===== config.mk =====
export PLATFORM = sky130hd
export DESIGN_NAME = nco_sine_gen_flat
export DESIGN_NICKNAME = d
export VERILOG_FILES = /design/src/rtl/nco_sine_gen_if.sv /design/src/rtl/nco_sine_gen.sv /design/src/flat_wrapper.sv
export SDC_FILE = /design/constraint.sdc
export NUM_CORES = 1
export LEC_CHECK = 0
export CAP_MARGIN = 20
export CORE_ASPECT_RATIO = 0.5
export CORE_MARGIN = 2
export CORE_UTILIZATION = 57
export DETAILED_ROUTE_END_ITERATION = 7
export PLACE_DENSITY = 0.83
export SLEW_MARGIN = 5
export SYNTH_ARGS = -nofsm -noshare
export SYNTH_HDL_FRONTEND = slang
export SYNTH_SLANG_ARGS = --single-unit

===== constraint.sdc =====
create_clock -name clk -period 3 [get_ports clk]
set_input_delay 0.75 -clock clk [delete_from_list [all_inputs] [get_ports clk]]
set_output_delay 0.75 -clock clk [all_outputs]
set_load 0.02 [all_outputs]

===== src/rtl/nco_sine_gen_if.sv =====
// Sample stream of nco_sine_gen: valid/ready handshake with sine and,
// when NCO_QUAD_OUT_EN is defined, the quadrature cosine sample.
interface nco_sine_gen_if #(
    parameter int OUT_W = 8
);
    logic             out_valid;
    logic             out_ready;
    logic [OUT_W-1:0] sine_out;
`ifdef NCO_QUAD_OUT_EN
    logic [OUT_W-1:0] cos_out;

    modport master (output out_valid, output sine_out, output cos_out, input out_ready);
    modport slave  (input out_valid, input sine_out, input cos_out, output out_ready);
`else
    modport master (output out_valid, output sine_out, input out_ready);
    modport slave  (input out_valid, input sine_out, output out_ready);
`endif
endinterface


===== src/rtl/nco_sine_gen.sv =====
// Phase-accumulator NCO with elaboration-time sine table and valid/ready output.
// NCO_QUAD_OUT_EN adds a quadrature cos_out read from the same table.
module nco_sine_gen #(
    parameter int                 PHASE_W   = 16,
    parameter int                 LUT_DEPTH = 32,
    parameter int                 OUT_W     = 8,
    parameter logic [PHASE_W-1:0] FCW_INIT  = PHASE_W'(16'h0800)
) (
    input  logic               clk,
    input  logic               rst,
    input  logic               en,
    input  logic [PHASE_W-1:0] fcw_in,
    input  logic               fcw_load,
    input  logic [PHASE_W-1:0] phase_ofs,
    input  logic               phase_clr,
    output logic               fcw_pending,
    nco_sine_gen_if.master     stream
);
    localparam int IDX_W = $clog2(LUT_DEPTH);
    localparam int MID   = 2 ** (OUT_W - 2);

    function automatic logic [OUT_W-1:0] lut_entry(input int k);
        real ang;
        ang = 2.0 * 3.14159265358979323846 * real'(k) / real'(LUT_DEPTH);
        return OUT_W'($rtoi(real'(MID) * (1.0 + $sin(ang)) + 0.5));
    endfunction

    logic [OUT_W-1:0] lut [LUT_DEPTH];
    for (genvar k = 0; k < LUT_DEPTH; k++) begin : g_lut
        assign lut[k] = lut_entry(k);
    end

    logic [PHASE_W-1:0] phase;
    logic [PHASE_W-1:0] fcw_active;
    logic [PHASE_W-1:0] pend_fcw;
    logic [PHASE_W-1:0] sum;
    logic               carry;
    logic               adv;
    logic               wrap;
    logic [IDX_W-1:0]   idx;
    logic               v1;

    assign adv          = !(stream.out_valid && !stream.out_ready);
    assign {carry, sum} = {1'b0, phase} + {1'b0, fcw_active};
    assign wrap         = en && adv && carry;

    always_ff @(posedge clk or posedge rst) begin
        if (rst) begin
            phase       <= '0;
            fcw_active  <= FCW_INIT;
            pend_fcw    <= '0;
            fcw_pending <= 1'b0;
        end else if (phase_clr) begin
            // Clear wins over increment; a same-cycle load is applied directly
            phase       <= '0;
            fcw_pending <= 1'b0;
            if (fcw_load) begin
                fcw_active <= fcw_in;
                pend_fcw   <= fcw_in;
            end else if (fcw_pending) begin
                fcw_active <= pend_fcw;
            end
        end else begin
            if (en && adv)
                phase <= sum;
            if (fcw_pending && (wrap || !en)) begin
                fcw_active  <= pend_fcw;
                fcw_pending <= 1'b0;
            end
            if (fcw_load) begin
                pend_fcw    <= fcw_in;
                fcw_pending <= 1'b1;
            end
        end
    end

`ifdef NCO_QUAD_OUT_EN
    logic [IDX_W-1:0] cos_idx;
    assign cos_idx = idx + IDX_W'(LUT_DEPTH / 4);
`endif

    always_ff @(posedge clk or posedge rst) begin
        if (rst) begin
            idx               <= '0;
            v1                <= 1'b0;
            stream.out_valid  <= 1'b0;
            stream.sine_out   <= OUT_W'(MID);
`ifdef NCO_QUAD_OUT_EN
            stream.cos_out    <= OUT_W'(MID);
`endif
        end else if (adv) begin
            idx               <= IDX_W'((phase + phase_ofs) >> (PHASE_W - IDX_W));
            v1                <= en;
            stream.out_valid  <= v1;
            stream.sine_out   <= lut[idx];
`ifdef NCO_QUAD_OUT_EN
            stream.cos_out    <= lut[cos_idx];
`endif
        end
    end
endmodule


===== src/flat_wrapper.sv =====
// flat-port wrapper written by rule: the top's interface ports become plain ports
module nco_sine_gen_flat 
#(
    parameter int                 PHASE_W   = 16,
    parameter int                 LUT_DEPTH = 32,
    parameter int                 OUT_W     = 8,
    parameter logic [PHASE_W-1:0] FCW_INIT  = PHASE_W'(16'h0800)
)
  (clk, rst, en, fcw_in, fcw_load, phase_ofs, phase_clr, fcw_pending, stream_out_valid, stream_sine_out, stream_out_ready);
  nco_sine_gen_if #(.OUT_W(OUT_W)) stream_i ();
  input  logic clk;
  input  logic rst;
  input  logic en;
  input  logic [PHASE_W-1:0] fcw_in;
  input  logic fcw_load;
  input  logic [PHASE_W-1:0] phase_ofs;
  input  logic phase_clr;
  output logic fcw_pending;
  output wire logic [$bits(stream_i.out_valid)-1:0] stream_out_valid;
  output wire logic [$bits(stream_i.sine_out)-1:0] stream_sine_out;
  input wire logic [$bits(stream_i.out_ready)-1:0] stream_out_ready;
  assign stream_out_valid = stream_i.out_valid;
  assign stream_sine_out = stream_i.sine_out;
  assign stream_i.out_ready = stream_out_ready;
  nco_sine_gen #(.PHASE_W(PHASE_W), .LUT_DEPTH(LUT_DEPTH), .OUT_W(OUT_W), .FCW_INIT(FCW_INIT)) u_core (.clk(clk), .rst(rst), .en(en), .fcw_in(fcw_in), .fcw_load(fcw_load), .phase_ofs(phase_ofs), .phase_clr(phase_clr), .fcw_pending(fcw_pending), .stream(stream_i));
endmodule

# [Yosys cells after proc, flatten, opt, wreduce, memory -nomap -nowiden]
# Memory sizes are Yosys's and may differ from the RTL's. A register that Yosys moved wholly into a read port is not among the register bits.
# Cells that the tools add are included.
[word_totals] in_bits=38 wordCells=34 memories=1 ff_bits=56 rom_bits=256 out_inout_bits=10
[mem_list] name="(name not given)" words=32 word_bits=8 read_ports=1 rd_clocked_by_memory_dff=1 wr=0 line_no="nco_sine_gen.sv:95" rtl="stream.sine_out <= lut[idx];"
[op_classes] n_eq_ne=1 n_reduce_logical=13 n_bitwise=1 n_mux=9 n_addsub=2
[ops] cell="$mux 16" count=6
[ops] cell="$add 16x16->17" count=1
[ops] cell="$add 16x16->16" count=1
[ops] cell="$not 5->6" count=1
[ops] cell="$logic_and 1x1->1" count=4
[ops] cell="$logic_not 1->1" count=4
[ops] cell="$reduce_bool 2->1" count=2
[ops] cell="$mux 1" count=3
[ops] cell="$ne 3x2->1 const B" count=1
[ops] cell="$reduce_bool 3->1" count=1
[ops] cell="$reduce_and 2->1" count=1
[ops] cell="$logic_or 1x1->1" count=1

# [Longest topological paths before layout]
# Gate-level depths: netlist (run 1).
[depth] ltp_word=10 ltp_mapped=10 ltp_nobuf=9

# [Least setup slack after synthesis (run 1)]
# No wires, ideal clock.
[synth_timing] path_type="in2reg" start="in phase_ofs[9]" end="reg u_core.idx[4]" slack_ps=397 cell_stages=8 t_required_ps=2876 setup_time_ps=124 path_buffers=1 arrival_time_ps=2479 cell_sequence="ha_1 -> a21o_1 -> a31o_1 -> a221o_1 -> or2_1 -> buf_6 -> and3_4 -> a211o_1"
[synth_between] elab_chain_len=1
[synth_rtl] element="from (decl)" line_no="flat_wrapper.sv:16" rtl="input logic [PHASE_W-1:0] phase_ofs;"
[synth_rtl] element="$add 16x16->16" line_no="nco_sine_gen.sv:92" rtl="idx <= IDX_W'((phase + phase_ofs) >> (PHASE_W - IDX_W));"
[synth_rtl] element="to (signal assigned)" line_no="nco_sine_gen.sv:92"
[synth_rtl] element="to (decl)" line_no="nco_sine_gen.sv:40" rtl="logic [IDX_W-1:0] idx;"
# Every way passes these cells.
# A chain may end at the register's enable or synchronous reset.

# [Final worst setup path (run 1)]
[layout_timing] start="reg u_core.phase[0]" end="reg u_core.fcw_active[14]"
[layout_between] elab_chain_len=6
[layout_rtl] element="from (decl)" line_no="nco_sine_gen.sv:33" rtl="logic [PHASE_W-1:0] phase;"
[layout_rtl] element="from (signal assigned)" line_no="nco_sine_gen.sv:65" rtl="phase <= sum;"
[layout_rtl] element="$add 16x16->17" line_no="nco_sine_gen.sv:44" rtl="assign {carry, sum} = {1'b0, phase} + {1'b0, fcw_active};"
[layout_rtl] element="$logic_and 1x1->1" line_no="nco_sine_gen.sv:45" rtl="assign wrap = en && adv && carry;"
[layout_rtl] element="$logic_or 1x1->1" line_no="nco_sine_gen.sv:66" rtl="if (fcw_pending && (wrap || !en)) begin"
[layout_rtl] element="$logic_and 1x1->1" line_no="nco_sine_gen.sv:66"
[layout_rtl] element="$reduce_bool 2->1 (no source line)"
[layout_rtl] element="$reduce_and 2->1 (no source line)"
[layout_rtl] element="to (signal assigned)" line_no="nco_sine_gen.sv:58" rtl="fcw_active <= fcw_in;"
[layout_rtl] element="to (signal assigned)" line_no="nco_sine_gen.sv:61" rtl="fcw_active <= pend_fcw;"
[layout_rtl] element="to (signal assigned)" line_no="nco_sine_gen.sv:67" rtl="fcw_active <= pend_fcw;"
[layout_rtl] element="to (decl)" line_no="nco_sine_gen.sv:34" rtl="logic [PHASE_W-1:0] fcw_active;"
# Every way passes these cells.

==> results.md, run 1 <==
- Status: complete, no violations
- Post-detailed-route via-to-cell ratio: 5.99
- Max Cap Viol: 0
- Slowest CP cell: o21ai_4
- PortBufs: 47
- Count of final hold-check violations: 0
- Top cells by area, synth: dfrtp_1 (38%), mux2_2 (11%), ha_1 (10%), nand2_1 (4.1%), o21ai_0 (3.9%)
- Crit Path Max Fanout: 16
- Worst Max-Slew Pin Slew: 0.632 ns
- Share of cells above drive strength 1: 16.4%
- # rows: 21
- Worst Setup SP: u_core.phase[0]
- Synth Register Bits: 64
- Final setup viols: 0
- GRT overflow: 0
- Avg WL per Cell: 15.8 um
- Top_reg_cell synth: dfrtp_1
- Post-Syn Area: 4130 um^2
- Worst skew pair latency: 0.33 ns
- Core Region: 6860 um^2
- PD cells: 881 nW/um^2
- Worst R2R Start: u_core.phase[0]
- Highest Clock Rate: 363 MHz
- Worst rel slew slack: 57.7%
- Largest stage delay, worst path: 0.46 ns
- # nets final: 539
- DR vias: 3365
- WP data arrival: 2.97 ns
- Syn nets: 487
- DRC errors left: 0
- GRT Util Overall: 24.5%
- Post-CTS Hold Fix Bufs: 0
- Hold_sp: u_core.v1
- Synth top area share: 37.6%
- Worst Hold Class: reg2reg
- Most common cell in the netlist: dfrtp_1
- CP Cell Sequence: ha_1 > inv_1 > fa_1 > nor2b_1 > o31a_1 > o211ai_2 > o21ai_2 > o21ai_4 > mux2_2
- Top post-synthesis cells by count: dfrtp_1 (62), nand2_1 (45), mux2_2 (40)
- Root Driver: clkbuf_16
- Post-DP HPWL: 6440 um
- Initial antenna violation count: 0
- Sequential area share after synthesis: 38.8%
- Area Growth Syn to Fin: 21.5%
- Total I/O pin count: 48
- Post-CTS setup repair buffer count: 0
- Setup crit start kind: flip-flop
- Largest net degree at the start of global routing: 65
- Critical Path End Type: flip-flop
- Final Max Slew Viols: 0
- Mean Syn Cell Area: 9.97 um^2
- Routed Antenna Nets: 0
- Clk_skew: 0.00521 ns
- Synth warnings: 0
- Ant diodes: 0
- Pleak: 2.22 nW
- Die span in y: 64.2 um
- Initial Utilization: 60.2%
- Total power: 4.42 mW
- Synth async-reset ratio: 100%
- Synth unique cells: 61
- Initial DRC count: 207
- CTS H-Tree Depth: 3
- Final min period: 2.75 ns
- Cts repair resizes: 0
- Data required, critical path: 3.21 ns
- RSZ-0062 raised after global routing: no
- Final wirelength: 8890 um
- Clock slew seen by the registers of the worst setup and hold paths: 0.06 ns
- Utilization after layout: 73.1%
- Max Buffers Root-to-Sink: 2
- Clock sink count: 64
- Mapped Cells: 414
- Crit path kind: reg2reg
- Number of fill cells in the layout: 515
- First-pass GRT wire length: 15400 um
- Die area: 7980 um^2
- Vias in the first global route: 3235
- Max VDD drop: 375 uV
- CTS tree: done
- Final Wtd Congestion: 0.939
- Largest area contributor in the netlist: dfrtp_1
- Die W: 124 um
- Setup TNS Final: 0 ns
- TritonCTS Buffers: 9
- Router iterations before antenna repair: 5
- Post-synth EDFFs: 0
- Final worst path period share: 91.7%
==> layout by cell type, fill, tap and decap left out, types with 7 or more instances in the layout <==
cell type	instances
dfrtp_1	62
a21oi_1	29
ha_1	34
a21o_1	8
clkdlybuf4s50_1	47
inv_1	10
nand2_1	45
a31oi_1	10
nor2_1	18
xor2_1	8
o21ai_0	32
mux2_2	40
clkbuf_16	9
xnor2_1	7
mux2_1	9
buf_4	10
==> path summary, 6_finish.rpt <==
| kind | end | slack (ns) | cells after the start |
|---|---|---|---|
| setup / recovery | u_core.fcw_active[14] | 0.25 | 9 |
| max in group asynchronous | u_core.fcw_active[11] | 1.86 | 3 |
| hold reg to reg | u_core.stream.out_valid | 0.47 | 1 |
| setup reg to reg | u_core.fcw_active[14] | 0.25 | 9 |
| min in group asynchronous | u_core.stream.sine_out[2] | 0.81 | 3 |
| hold / removal | u_core.stream.out_valid | 0.47 | 1 |
==> through the flow <==
stage	worst slack, ns	instances	instance area [um^2]	hold WS (ns)
2_1_floorplan	0.397	414	4130	0.435
3_3_place_gp	0.0258	547	4730	0.440
3_5_place_dp	0.00277	547	4730	0.458
4_1_cts	0.265	562	5020	0.469
5_1_grt	0.109	562	5020	0.503
6_report	0.248	562	5020	0.466
==> worst max-delay path, delay by kind of cell, from the launching register on <==
family                   cells  cell delay, ns
flip-flops                   1            0.40
AND/OR/NAND/NOR              1            0.07
multiplexers                 1            0.40
AO/OA/AOI/OAI                4            1.25
adder cells (fa/ha/maj)      2            0.43
buffers and inverters        1            0.07
==> registers in the layout (all words and copies together), names as in the netlist <==
register / cells
u_core.fcw_active: 16
u_core.fcw_pending: 1
u_core.idx: 5
u_core.pend_fcw: 16
u_core.phase: 16
u_core.stream.out_valid: 1
u_core.stream.sine_out: 8
u_core.v1: 1
==> cells by family after synthesis <==
| logic type | synth area share [%] |
|---|---|
| fa+ha+maj | 10.8 |
| compound gates | 18.4 |
| flops | 38.8 |
| simple gates | 11.7 |
| mux | 14.1 |
| xor+xnor | 3.18 |
| buf+inv | 2.94 |
==> layer usage <==
metal,up-vias,routed length [um],part of all wire [%],GRT usage [%]
met5,-,0,0,0
met4,0,115,1.3,8.85
met3,14,358,4.0,7.12
met2,85,4280,48,40.5
met1,1625,4140,47,31.1
li1,1641,-,-,-
==> layout make-up <==
class	count	area [um^2]	area share, %
clock inverter	6	61.3	1.22
inverter	11	41.3	0.823
tap	92	115	2.29
multi-input combinational	322	2400	47.9
clock buffer	9	225	4.49
timing repair buffer	58	566	11.3
sequential	64	1600	32.0
==> report_power, final <==
group | leakage (nW) | internal [mW] | switching [mW]
Combinational | 1.30 | 0.956 | 1.05
Sequential | 0.779 | 1.13 | 0.271
Clock | 0.141 | 0.634 | 0.378
Total | 2.22 | 2.72 | 1.70
Note: power is estimated with default switching activity, not from simulation.
==> run 2, diff against run 1 <==
- CORE_UTILIZATION: 57 -> 48
- PLACE_DENSITY: 0.83 -> 0.72
==> run 2 against run 1 <==
Effect of this change: sequential share of layout area down 0.25 points; register-to-register slack gained 0.11 ns; routed wire length down 5.9%; clock-buffer cell count grew 2; worst hold slack worse by 0.014 ns; global-route usage down 4.8 points; flip-flop and latch count unchanged; largest power group unchanged.
==> results.md, run 2 (synthesized netlist as in run 1, its figures left out) <==
- Final setup viols: 0 (unchanged)
- Final Wtd Congestion: 0.861 (-8.3%)
- Place WS: -0.0153 ns (-0.0181 ns)
- Hold depth: 1 (unchanged)
- GRT Util Overall: 19.7% (-4.8 points)
- Status: complete, no violations
- CTS tree: done
- Utilization after layout: 61.8% (-11 points)
- Share of cells above drive strength 1: 16.3% (-0.035 points)
- Worst Hold Class: reg2reg
- Area Growth Syn to Fin: 22.4%
- Most common cell after layout, fill and taps aside: dfrtp_1
- Worst skew pair latency: 0.34 ns (about the same)
- Top Registers: u_core.fcw_active x16, u_core.pend_fcw x16, u_core.phase x16
- Footprint of the multi-input gates: 2400 um^2 (unchanged)
- Highest Clock Rate: 376 MHz (+3.4%)
- CTS H-Tree Depth: 3 (unchanged)
- Total I/O pin count: 48 (unchanged)
- Worst r2r dst: u_core.fcw_active[2]
- WP data arrival: 2.88 ns (-0.09 ns)
- Vias in the first global route: 3044 (-5.9%)
- DRC errors left: 0 (unchanged)
- Setup crit start kind: input pin
- Most frequent cells in the layout: dfrtp_1 (62), clkdlybuf4s50_1 (47), nand2_1 (45), mux2_2 (40), ha_1 (34)
- Metal3 WL: 389 um (+8.7%)
- Post-CTS Hold Fix Bufs: 0 (unchanged)
- Worst Hold End: u_core.stream.out_valid
- Final min period: 2.66 ns (-0.0910 ns)
- Cts repair resizes: 0 (unchanged)
- Initial antenna violation count: 0 (unchanged)
- Setup TNS Final: 0 ns (unchanged)
- Final worst path period share: 88.7% (-3.0 points)
- Number of fill cells in the layout: 747 (+45%)
- TritonCTS Buffers: 9 (unchanged)
- Die area: 9400 um^2 (+18%)
- Clk_skew: 0.00750 ns (+0.00228 ns)
- R2R Setup Slk: 0.36 ns (+0.11 ns)
- Post-DP HPWL: 6150 um (-4.6%)
- PD cells: 870 nW/um^2 (-1.3%)
- Register area: 1600 um^2 (unchanged)
- Max Buffers Root-to-Sink: 2 (unchanged)
- R2R depth: 10 (+1)
- Top routing layer in use: met4
- Crit Path Max Fanout: 4 (-12)
- DR vias: 3209 (-4.6%)
- Clock slew seen by the registers of the worst setup and hold paths: 0.05 ns (about the same)
- Critical Path End Type: flip-flop
- Clock sink count: 64 (unchanged)
- Post-CTS setup repair buffer count: 0 (unchanged)
- Count of final hold-check violations: 0 (unchanged)
- Pleak: 2.22 nW (-0.14%)
- Routed Antenna Nets: 0 (unchanged)
- Setup WS post-layout: 0.339 ns (+0.0910 ns)
- Core Region: 8170 um^2 (+19%)
- Worst R2R Start: u_core.phase[0]
- Die W: 135 um (+8.7%)
- # rows: 23 (+9.5%)
- PortBufs: 47 (unchanged)
- Crit path kind: in2reg
- Worst Max-Slew Pin Slew: 0.556 ns (-0.0762 ns)
- Post-detailed-route via-to-cell ratio: 5.50 (-8.1%)
- Routed met2 length: 3780 um (-12%)
- Data required, critical path: 3.22 ns (about the same)
- Final Max Slew Viols: 0 (unchanged)
- Hold_sp: u_core.v1
- M1 WL: 4100 um (-0.87%)
- Initial Utilization: 50.5% (-9.7 points)
- Avg WL per Cell: 14.4 um (-9.2%)
- Root Driver: clkbuf_16
- Worst rel slew slack: 62.9% (+5.2 points)
- Max VDD drop: 416 uV (+11%)
- First-pass GRT wire length: 14600 um (-5.7%)
- Final wirelength: 8370 um (-5.9%)
- Initial DRC count: 126 (-39%)
- # nets final: 539 (unchanged)
- RSZ-0062 raised after global routing: no
- Ant diodes: 0 (unchanged)
- Max Cap Viol: 0 (unchanged)
- Router iterations before antenna repair: 4 (-1)
- GRT overflow: 0 (unchanged)
- Largest net degree at the start of global routing: 65 (unchanged)
- Die span in y: 69.6 um (+8.4%)
run 2: routing by layer:
metal | GRT usage [%] | vias to the layer above
met1 | 26.6 | 1516
met5 | 0 | -
met4 | 5.56 | 0
met3 | 6.29 | 12
met2 | 30.5 | 53
li1 | - | 1628
run 2: area by class of cell:
| class | count | area share [%] |
|---|---|---|
| Multi-Input combinational cell | 322 | 47.5 |
| Sequential cell | 64 | 31.7 |
| Timing Repair Buffer | 58 | 11.2 |
| Clock buffer | 11 | 4.80 |
| Tap cell | 112 | 2.77 |
| Clock inverter | 5 | 1.14 |
| Inverter | 11 | 0.817 |
run 2: per-stage QoR:
stage               area [um^2]  hold slack (ns)  total power, mW  cells
finish                     5050            0.453             4.40    583
global route               5050            0.477             4.78    583
CTS                        5050            0.458             4.44    583
detailed placement         4750            0.445             3.36    567
global placement           4750            0.443             3.31    567
floorplan                  4130            0.435             2.86    414
run 2: where the power goes:
part | switching, mW | internal, mW
logic | 1.00 | 0.953
clock network | 0.389 | 0.664
registers | 0.263 | 1.13
run 2: worst max path at each step:
stage,startpoint,endpoint,cells past startpoint
3_3_place_gp,phase_ofs[9],u_core.idx[4],8
4_1_cts,phase_ofs[9],u_core.idx[4],8
6_report,phase_ofs[9],u_core.idx[4],8
5_1_grt,u_core.phase[0],u_core.fcw_active[2],10
3_5_place_dp,phase_ofs[9],u_core.idx[4],8
2_1_floorplan,phase_ofs[9],u_core.idx[4],8
run 2: worst max-delay path: stages:
cell and delay, ns:
clkdlybuf4s50_1 0.40, ha_1 0.31, a21o_1 0.19, a31o_1 0.18, a221o_1 0.34, or2_1 0.28
and3_4 0.18, a211o_1 0.24
